===== src/rtl/spi_master_n.sv =====
// -----------------------------------------------------------------------------
// spi_master_n
//   Parametrised SPI master with an internal SCK divider, all four CPOL/CPHA
//   modes, MSB/LSB-first bit order, configurable word width and integrated
//   multi-slave chip-select with burst hold.
//
// Handshake: start_i is a request that is taken only in a cycle where
//   busy_o=0. Taking it latches data_i and every configuration input. busy_o
//   rises on the next cycle and stays high for the whole transfer. A request
//   made while busy_o=1 is dropped, not queued. Completion is a one-cycle
//   done_o pulse, with busy_o already low, in the cycle where data_o takes the
//   received word. A new start_i in that done_o cycle is taken.
//
// Ports:
//   clk_i, rst_i       system clock, asynchronous active-high reset
//   start_i            transfer request
//   data_i             transmit word
//   div_i              SCK half period is div_i+1 clk_i cycles
//   cpol_i, cpha_i     SPI mode
//   lsb_first_i        bit order
//   cs_sel_i           slave select; values >= NUM_CS assert no chip select
//   cs_hold_i          keep the chip select low after this word (burst)
//   data_o, done_o     received word and its one-cycle update strobe
//   busy_o             transfer in progress
//   sck_o, sdo_o       serial clock and data out
//   sdi_i              serial data in
//   cs_n_o             active-low chip selects
// -----------------------------------------------------------------------------
module spi_master_n #(
   parameter int WIDTH  = 8,
   parameter int DIV_W  = 8,
   parameter int NUM_CS = 1,
   parameter int CS_W   = (NUM_CS > 1) ? $clog2(NUM_CS) : 1
) (
   input  logic              clk_i,
   input  logic              rst_i,
   input  logic              start_i,
   input  logic [WIDTH-1:0]  data_i,
   input  logic [DIV_W-1:0]  div_i,
   input  logic              cpol_i,
   input  logic              cpha_i,
   input  logic              lsb_first_i,
   input  logic [CS_W-1:0]   cs_sel_i,
   input  logic              cs_hold_i,
   output logic [WIDTH-1:0]  data_o,
   output logic              done_o,
   output logic              busy_o,
   output logic              sck_o,
   output logic              sdo_o,
   input  logic              sdi_i,
   output logic [NUM_CS-1:0] cs_n_o
);

   localparam int EC_W = $clog2(2 * WIDTH + 1);

   typedef enum logic [1:0] {
      IDLE  = 2'd0,
      SETUP = 2'd1,
      XFER  = 2'd2,
      HOLD  = 2'd3
   } state_t;

   state_t            state_q, state_d;
   logic [DIV_W-1:0]  div_q, div_d;
   logic [DIV_W-1:0]  cnt_q, cnt_d;
   logic              cpha_q, cpha_d;
   logic              lsb_q, lsb_d;
   logic              hold_q, hold_d;
   logic [WIDTH-1:0]  tx_q, tx_d;
   logic [WIDTH-1:0]  rx_q, rx_d;
   logic [WIDTH-1:0]  data_q, data_d;
   logic [EC_W-1:0]   edge_q, edge_d;
   logic              done_q, done_d;
   logic              busy_q, busy_d;
   logic              sck_q, sck_d;
   logic              sdo_q, sdo_d;
   logic [NUM_CS-1:0] cs_n_q, cs_n_d;

   logic              tick;
   logic [EC_W-1:0]   edge_nxt;
   logic              leading;
   logic              last_edge;
   logic              do_shift;
   logic              do_sample;

   // Next bit to drive: the shift register always keeps it at the end that
   // matches the selected bit order.
   function automatic logic first_bit(input logic [WIDTH-1:0] w, input logic lsb);
      return lsb ? w[0] : w[WIDTH-1];
   endfunction

   function automatic logic [WIDTH-1:0] shift_out(input logic [WIDTH-1:0] w, input logic lsb);
      return lsb ? {1'b0, w[WIDTH-1:1]} : {w[WIDTH-2:0], 1'b0};
   endfunction

   // Received bits enter from the opposite end so that after WIDTH samples the
   // word sits in the same order it was sent; loopback returns data_i unchanged.
   function automatic logic [WIDTH-1:0] shift_in(input logic [WIDTH-1:0] r, input logic b,
                                                 input logic lsb);
      return lsb ? {b, r[WIDTH-1:1]} : {r[WIDTH-2:0], b};
   endfunction

   always_comb begin
      state_d   = state_q;
      div_d     = div_q;
      cnt_d     = cnt_q;
      cpha_d    = cpha_q;
      lsb_d     = lsb_q;
      hold_d    = hold_q;
      tx_d      = tx_q;
      rx_d      = rx_q;
      data_d    = data_q;
      edge_d    = edge_q;
      done_d    = 1'b0;
      busy_d    = busy_q;
      sck_d     = sck_q;
      sdo_d     = sdo_q;
      cs_n_d    = cs_n_q;
      do_shift  = 1'b0;
      do_sample = 1'b0;

      // The divider ticks once per half period: reload on zero, else count down.
      tick      = (cnt_q == '0);
      edge_nxt  = edge_q + 1'b1;
      leading   = edge_nxt[0];
      last_edge = (edge_nxt == EC_W'(2 * WIDTH));

      case (state_q)
         IDLE: begin
            // Tracking cpol_i here also puts SCK at the latched idle level on
            // accept, so no separate CPOL register is needed afterwards.
            sck_d = cpol_i;
            if (start_i && !busy_q) begin
               state_d = SETUP;
               busy_d  = 1'b1;
               div_d   = div_i;
               cnt_d   = div_i;
               cpha_d  = cpha_i;
               lsb_d   = lsb_first_i;
               hold_d  = cs_hold_i;
               edge_d  = '0;
               rx_d    = '0;
               // Re-selecting releases any chip select left low by a burst;
               // the same select simply stays low.
               cs_n_d  = '1;
               for (int i = 0; i < NUM_CS; i++) begin
                  if (cs_sel_i == CS_W'(i)) cs_n_d[i] = 1'b0;
               end
               if (!cpha_i) begin
                  // CPHA=0 needs the first bit valid before the first edge.
                  sdo_d = first_bit(data_i, lsb_first_i);
                  tx_d  = shift_out(data_i, lsb_first_i);
               end else begin
                  tx_d  = data_i;
               end
            end
         end

         SETUP: begin
            if (tick) begin
               cnt_d   = div_q;
               state_d = XFER;
            end else begin
               cnt_d   = cnt_q - 1'b1;
            end
         end

         XFER: begin
            if (tick) begin
               cnt_d  = div_q;
               sck_d  = ~sck_q;
               edge_d = edge_nxt;
               if (cpha_q) begin
                  do_shift  = leading;
                  do_sample = !leading;
               end else begin
                  do_sample = leading;
                  do_shift  = !leading && !last_edge;
               end
               if (last_edge) state_d = HOLD;
            end else begin
               cnt_d = cnt_q - 1'b1;
            end
         end

         HOLD: begin
            if (tick) begin
               state_d = IDLE;
               busy_d  = 1'b0;
               done_d  = 1'b1;
               data_d  = rx_q;
               if (!hold_q) cs_n_d = '1;
            end else begin
               cnt_d   = cnt_q - 1'b1;
            end
         end

         default: state_d = IDLE;
      endcase

      if (do_shift) begin
         sdo_d = first_bit(tx_q, lsb_q);
         tx_d  = shift_out(tx_q, lsb_q);
      end
      if (do_sample) begin
         rx_d = shift_in(rx_q, sdi_i, lsb_q);
      end
   end

   always_ff @(posedge clk_i or posedge rst_i) begin
      if (rst_i) begin
         state_q <= IDLE;
         div_q   <= '0;
         cnt_q   <= '0;
         cpha_q  <= 1'b0;
         lsb_q   <= 1'b0;
         hold_q  <= 1'b0;
         tx_q    <= '0;
         rx_q    <= '0;
         data_q  <= '0;
         edge_q  <= '0;
         done_q  <= 1'b0;
         busy_q  <= 1'b0;
         sck_q   <= 1'b0;
         sdo_q   <= 1'b0;
         cs_n_q  <= '1;
      end else begin
         state_q <= state_d;
         div_q   <= div_d;
         cnt_q   <= cnt_d;
         cpha_q  <= cpha_d;
         lsb_q   <= lsb_d;
         hold_q  <= hold_d;
         tx_q    <= tx_d;
         rx_q    <= rx_d;
         data_q  <= data_d;
         edge_q  <= edge_d;
         done_q  <= done_d;
         busy_q  <= busy_d;
         sck_q   <= sck_d;
         sdo_q   <= sdo_d;
         cs_n_q  <= cs_n_d;
      end
   end

   assign data_o = data_q;
   assign done_o = done_q;
   assign busy_o = busy_q;
   assign sck_o  = sck_q;
   assign sdo_o  = sdo_q;
   assign cs_n_o = cs_n_q;

endmodule

===== config.mk =====
export PLATFORM = sky130hd
export DESIGN_NAME = spi_master_n
export DESIGN_NICKNAME = d
export VERILOG_FILES = /design/src/rtl/spi_master_n.sv
export SDC_FILE = /design/constraint.sdc
export NUM_CORES = 1
export LEC_CHECK = 0
export ABC_CLOCK_PERIOD_IN_PS = 4640
export BUFFER_PORTS_ARGS = -buffer_cell sky130_fd_sc_hd__buf_2
export CAP_MARGIN = 20
export CORE_MARGIN = 2
export CORE_UTILIZATION = 62
export CTS_BUF_LIST = sky130_fd_sc_hd__clkbuf_8
export DETAILED_ROUTE_END_ITERATION = 10
export PLACE_DENSITY = 0.88
export SYNTH_ARGS = -nofsm -noshare
export SYNTH_HDL_FRONTEND = slang
export SYNTH_SLANG_ARGS = --single-unit

===== constraint.sdc =====
create_clock -name clk_i -period 4.64 [get_ports clk_i]
set_clock_uncertainty 0.05 [all_clocks]
set_input_delay 0.696 -clock clk_i [delete_from_list [all_inputs] [get_ports clk_i]]
set_output_delay 0.696 -clock clk_i [all_outputs]
set_load 0.01 [all_outputs]

Word-level counts from Yosys, hierarchy flattened
Cells that the tools add are included.
{"block": "word_totals", "register_bits": 55, "output_inout_bits": 13, "word_cells": 102}
{"block": "op_classes", "addsub": 2, "eq_ne": 12, "mux": 47, "n_bitwise": 1, "reduce_logical": 25}
{"operator": "8-bit 2-to-1 mux", "n": 13}
{"operator": "8-bit one-hot mux with 3 select lines", "n": 1}
{"operator": "1-bit 2-to-1 mux", "n": 21}
{"operator": "2-bit != test (second input constant)", "n": 7}
{"operator": "2-bit AND reduction", "n": 6}
{"operator": "2-bit nonzero test", "n": 6}
{"operator": "2-bit 2-to-1 mux", "n": 5}
{"operator": "5-bit 2-to-1 mux", "n": 2}
{"operator": "5-bit one-hot mux with 2 select lines", "n": 1}
{"operator": "3-bit AND reduction", "n": 3}
{"operator": "8-bit logical NOT", "n": 1}
{"operator": "2-bit one-hot mux with 4 select lines", "n": 1}
{"operator": "8-bit by 1-bit subtractor with 8-bit output (second input constant)", "n": 1}
{"operator": "1-bit one-hot mux with 2 select lines", "n": 3}
{"operator": "5-bit by 1-bit adder with 5-bit output (second input constant)", "n": 1}
{"operator": "5-bit == test (second input constant)", "n": 1}
{"operator": "5-bit AND reduction", "n": 1}
{"operator": "2-bit == test (second input constant)", "n": 2}
{"operator": "4-bit AND reduction", "n": 1}
{"operator": "1-bit logical NOT", "n": 3}
{"operator": "2-bit by 1-bit == test with 1-bit output (second input constant)", "n": 1}
{"operator": "1-bit logical AND", "n": 2}
{"operator": "2-bit logical NOT", "n": 1}
{"operator": "2-bit by 1-bit != test with 1-bit output (second input constant)", "n": 1}
{"operator": "2 further kinds", "n": 2}

Depth between registers and ports, before layout
{"block": "logic_depth", "depth_word": 9, "ltp_mapped": 10}

Worst setup path after synthesis
Ideal clock, no wire load.
{"block": "synth_path", "path_kind": "register -> register", "from": "reg cnt_q[0]", "to": "reg state_q[1]", "setup_ns": 0.125, "t_arrival_ns": 1.774, "required_time_ns": 4.465, "slack_ns": 2.692, "path_stages_with_launch": 9, "path_buffers": 1, "synth_period_minus_slack_ns": 1.948, "cell_sequence": "dfrtp_1 -> inv_1 -> ha_1 -> nor3b_2 -> and2_1 -> buf_6 -> nor2_1 -> nor3_2 -> mux2_2"}
{"block": "synth_via", "elab_chain_cells": 3, "word_cells_on_any_way": 5, "cone_classes": "eq/ne: 3; reduce/logical: 2"}
{"element": "start, declared", "line_no": "65", "text": "logic [DIV_W-1:0] cnt_q, cnt_d;"}
{"element": "start signal, assigned", "line_no": "230", "text": "cnt_q <= cnt_d;"}
{"element": "8-bit logical NOT *", "line_no": "123", "text": "tick = (cnt_q == '0);"}
{"element": "2-bit != test (no line)"}
{"element": "5-bit AND reduction (no line) *"}
{"element": "end signal, assigned", "line_no": "228", "text": "state_q <= state_d;"}
{"element": "end, declared", "line_no": "63", "text": "state_t state_q, state_d;"}
Mark *: on every way between the ends. The rest lies on a longest branch, timed or not.
A chain may end at the register's enable or synchronous reset.

Worst setup path in the final report
{"block": "layout_path", "from": "reg state_q[0]", "to": "reg sdo_q (netlist: sdo_o)"}
{"block": "layout_via", "elab_chain_cells": 4, "word_cells_on_any_way": 8, "cone_classes": "eq/ne: 2; mux: 2; reduce/logical: 4"}
{"element": "2-bit == test", "line_no": "128", "text": "case (state_q)"}
{"element": "1-bit 2-to-1 mux", "line_no": "128"}
{"element": "2-bit by 1-bit != test with 1-bit output (no line) or 2-bit nonzero test (tied branches)"}
{"element": "3-bit AND reduction (no line)"}
{"element": "end signal, assigned", "line_no": "241", "text": "sdo_q <= sdo_d;"}
{"element": "end, declared", "line_no": "76", "text": "logic sdo_q, sdo_d;"}
Several ways; a longest one is shown, not always the timed one.

==> key figures <==
Outcome
  – Outcome: finished clean

Setup path
  – R2R Path End: sdo_o
  – Reg2reg path depth: 7
  – Largest delay share family, worst path: simple AND/OR/NAND/NOR gates
  – Crit path buffers/inverters: 2
  – Reg2Reg Setup Slack: 1.99 ns
  – Worst Setup Start Kind: flop
  – Setup Crit Path Kind: flop to flop
  – Worst endpoint required time: 4.77 ns
  – Slowest CP cell: or2_2
  – Critical Path Max Stage Delay: 0.63 ns
  – CP Data Arrival Time: 2.78 ns
  – CP Capture Type: flop
  – Critical Path, Cell by Cell: inv_1 > ha_1 > inv_1 > or2_2 > o21ai_0 > o31a_1 > mux2i_1
  – RR Startpoint: state_q[0]
  – Most common cell on crit path: inv_1
  – Worst-path fanout max: 31

Timing
  – Period Utilization, post-route: 57.2%
  – Slew @ Worst Pin: 0.910 ns
  – Setup WS post-layout: 1.99 ns
  – Setup TNS: 0 ns
  – Final hold viol count: 0
  – RSZ-0062 raised after global routing: no
  – Max Clk Rate: 0.377 GHz
  – Min cycle time layout: 2.65 ns
  – Final setup fails: 0
  – Worst slew margin: 39.4%
  – Max-slew violations: 0
  – WHS: 0.244 ns

Yosys
  – Most frequent cell after synthesis: dfrtp_1
  – Post-Syn Area: 0.00314 mm2
  – Syn nets: 336
  – Syn_area_per_cell: 10.3 um2
  – Fraction of registers with async set/reset: 100%
  – Most area-hungry cell type in the Yosys netlist: dfrtp_1
  – EDFF count, synth: 0
  – Count of cell types in the netlist: 51
  – Yosys warnings: 0
  – Synth Flop Type: dfrtp_1
  – Sequential share of the synthesized area: 43.8%
  – Dominant cells by area after synthesis: dfrtp_1 43%, mux2i_1 12%, mux2_2 7.2%
  – Number of synthesized register bits: 55
  – Cell count after synthesis: 305
  – Most common library cells after synthesis: 54 x dfrtp_1, 37 x mux2i_1, 25 x o21ai_0
  – Yosys top cell area share: 43.0%

Die
  – Area of the core: 0.00482 mm2
  – Die footprint: 0.00566 mm2
  – Row Count: 25
  – Die X: 75.2 um
  – Top Ports: 38
  – Initial cell density of the core: 65.2%
  – Die Span Y: 75.2 um

CTS
  – Clock Latency Late Sink: 0.31 ns
  – Worst-path clk slew: 0.11 ns
  – Hold buffers post-CTS: 0
  – CTS tree: yes
  – Post-cts sizing count: 0
  – H-tree depth: 2
  – CTS Buf Count: 5
  – Clock Path Buffers: 2
  – Sink Count: 55
  – Root buf cell: clkbuf_8
  – Post-CTS setup buffer count: 0

Final layout
  – Nets@finish: 361
  – Layout cell share with drive strength beyond 1: 25.7%
  – Antenna diodes: 0
  – Synthesis-to-finish area growth: 8.88%
  – Area occupied by multi-input gates: 0.00163 mm2
  – FILL cells: 399
  – Register area: 0.00138 mm2
  – Finished Layout Cells: 398

Placement
  – Place WS: 2.05 ns
  – DP HPWL: 4440 um
  – Input/output buffers: 37
  – RD Place Congestion: 0.870
  – Dpl cells: 389

Global route
  – Global-route wire length before repair: 10300 um
  – Vias in the first global route: 2136
  – GRT Resource Usage Total: 23.8%
  – Largest net degree at the start of global routing: 56
  – Initial antenna violation count: 0
  – Grt ovf: 0

Detailed routing
  – Via/cell ratio: 6.13
  – Antenna viol nets, final: 0
  – TritonRoute pass-1 iters: 5
  – DRT iter0 DRCs: 124
  – Final wirelength: 6370 um
  – Drt drc: 0
  – Wire per inst: 16.0 um
  – Vias: 2439

Power
  – Sw Ratio: 42.3%
  – Combinational share of power: 45.8%
  – Worst vdd ir: 0.342 mV
  – Power per cell area: 627 mW/mm2
  – Sequential share of power: 41.0%
  – Clk network pwr share: 13.2%
  – Lkg Pwr: 0.00160 uW
  – Pint: 1240 uW
  – Switching pwr: 908 uW

Hold path
  – Hold WC Path Type: input pin to async pin

Run
  – Number of max-cap violations: 0
==> worst reg2reg max path, delay by kind of cell, from the launching register on <==
family / cells / cell delay (ns)
buffers and inverters: 2 / 0.33
adder cells (fa/ha/maj): 1 / 0.57
flip-flops: 1 / 0.43
multiplexers: 1 / 0.06
AO/OA/AOI/OAI: 2 / 0.45
AND/OR/NAND/NOR: 1 / 0.63
==> flip-flops by register name, indices dropped and copies added, names as in the netlist, 2 cells and up <==
name and flops:
cnt_q 8, data_o 8, div_q 8, rx_q 8
tx_q 8, edge_q 5, state_q 2
==> per-layer routing <==
layer / global-route usage (%) / routed length, um / part of all wire, %
met4: 7.60 / 95 / 1.5
met3: 4.69 / 298 / 4.7
met1: 34.1 / 2930 / 46
met5: 0 / 0 / 0
met2: 36.8 / 3040 / 48
==> logic make-up after synthesis <==
group / Yosys count / synth area share [%]
buffers and inverters: 29 / 4.46
xor gates and xnor gates: 3 / 0.836
DFF: 55 / 43.8
AOI/OAI and AO/OA: 77 / 15.7
adders and majority gates: 6 / 2.39
muxes: 57 / 18.9
and+or+nand+nor: 78 / 13.9
==> how the worst max path moves through the flow <==
stage	to	slack (ns)	cells past startpoint	startpoint
3_5_place_dp	sdo_o	2.05	7	state_q[0]
4_1_cts	sdo_o	2.02	7	state_q[0]
3_3_place_gp	sdo_o	2.19	7	state_q[0]
2_1_floorplan	busy_o	2.55	1	rst_i
6_report	sdo_o	1.99	7	state_q[0]
5_1_grt	sdo_o	1.75	7	state_q[0]
==> through the flow <==
step / total power (uW) / instance area (um2) / utilization (%)
CTS: 2150 / 3400 / 70.6
finish: 2150 / 3420 / 71.0
global placement: 1810 / 3310 / 68.6
global route: 2310 / 3420 / 71.0
detailed placement: 1850 / 3310 / 68.6
floorplan: 1620 / 3140 / -
==> layout make-up <==
class | instances | share of cell area [%]
clock buffer | 5 | 2.01
clock inverter | 3 | 0.804
inverter | 9 | 0.987
multi-input combinational | 221 | 47.5
sequential | 55 | 40.3
tap | 67 | 2.45
timing repair buffer | 38 | 6.00
==> cells in the final DEF (no fill, tap or decap), types with 3 or more instances in the layout <==
| cell | n |
|---|---|
| a21oi_1 | 17 |
| mux2i_1 | 37 |
| nand3_1 | 14 |
| ha_1 | 6 |
| a22o_1 | 4 |
| mux2_2 | 20 |
| a221oi_1 | 3 |
| o21ai_2 | 8 |
| buf_2 | 37 |
| clkbuf_8 | 5 |
| nor2_1 | 11 |
| inv_1 | 8 |
| dfrtp_1 | 54 |
| a31oi_1 | 3 |
| nand2b_1 | 3 |
| nand2_1 | 23 |
| nor3_1 | 6 |
| o22ai_1 | 4 |
| o21ai_0 | 25 |
==> power by group through the flow <==
stage	Sequential [uW]	Combinational, uW	Clock [uW]
2_1_floorplan	824	798	0
3_3_place_gp	871	935	0
3_5_place_dp	884	971	0
4_1_cts	876	981	289
5_1_grt	905	1100	305
6_report	881	984	283
Power figures use the tool's default switching activity.
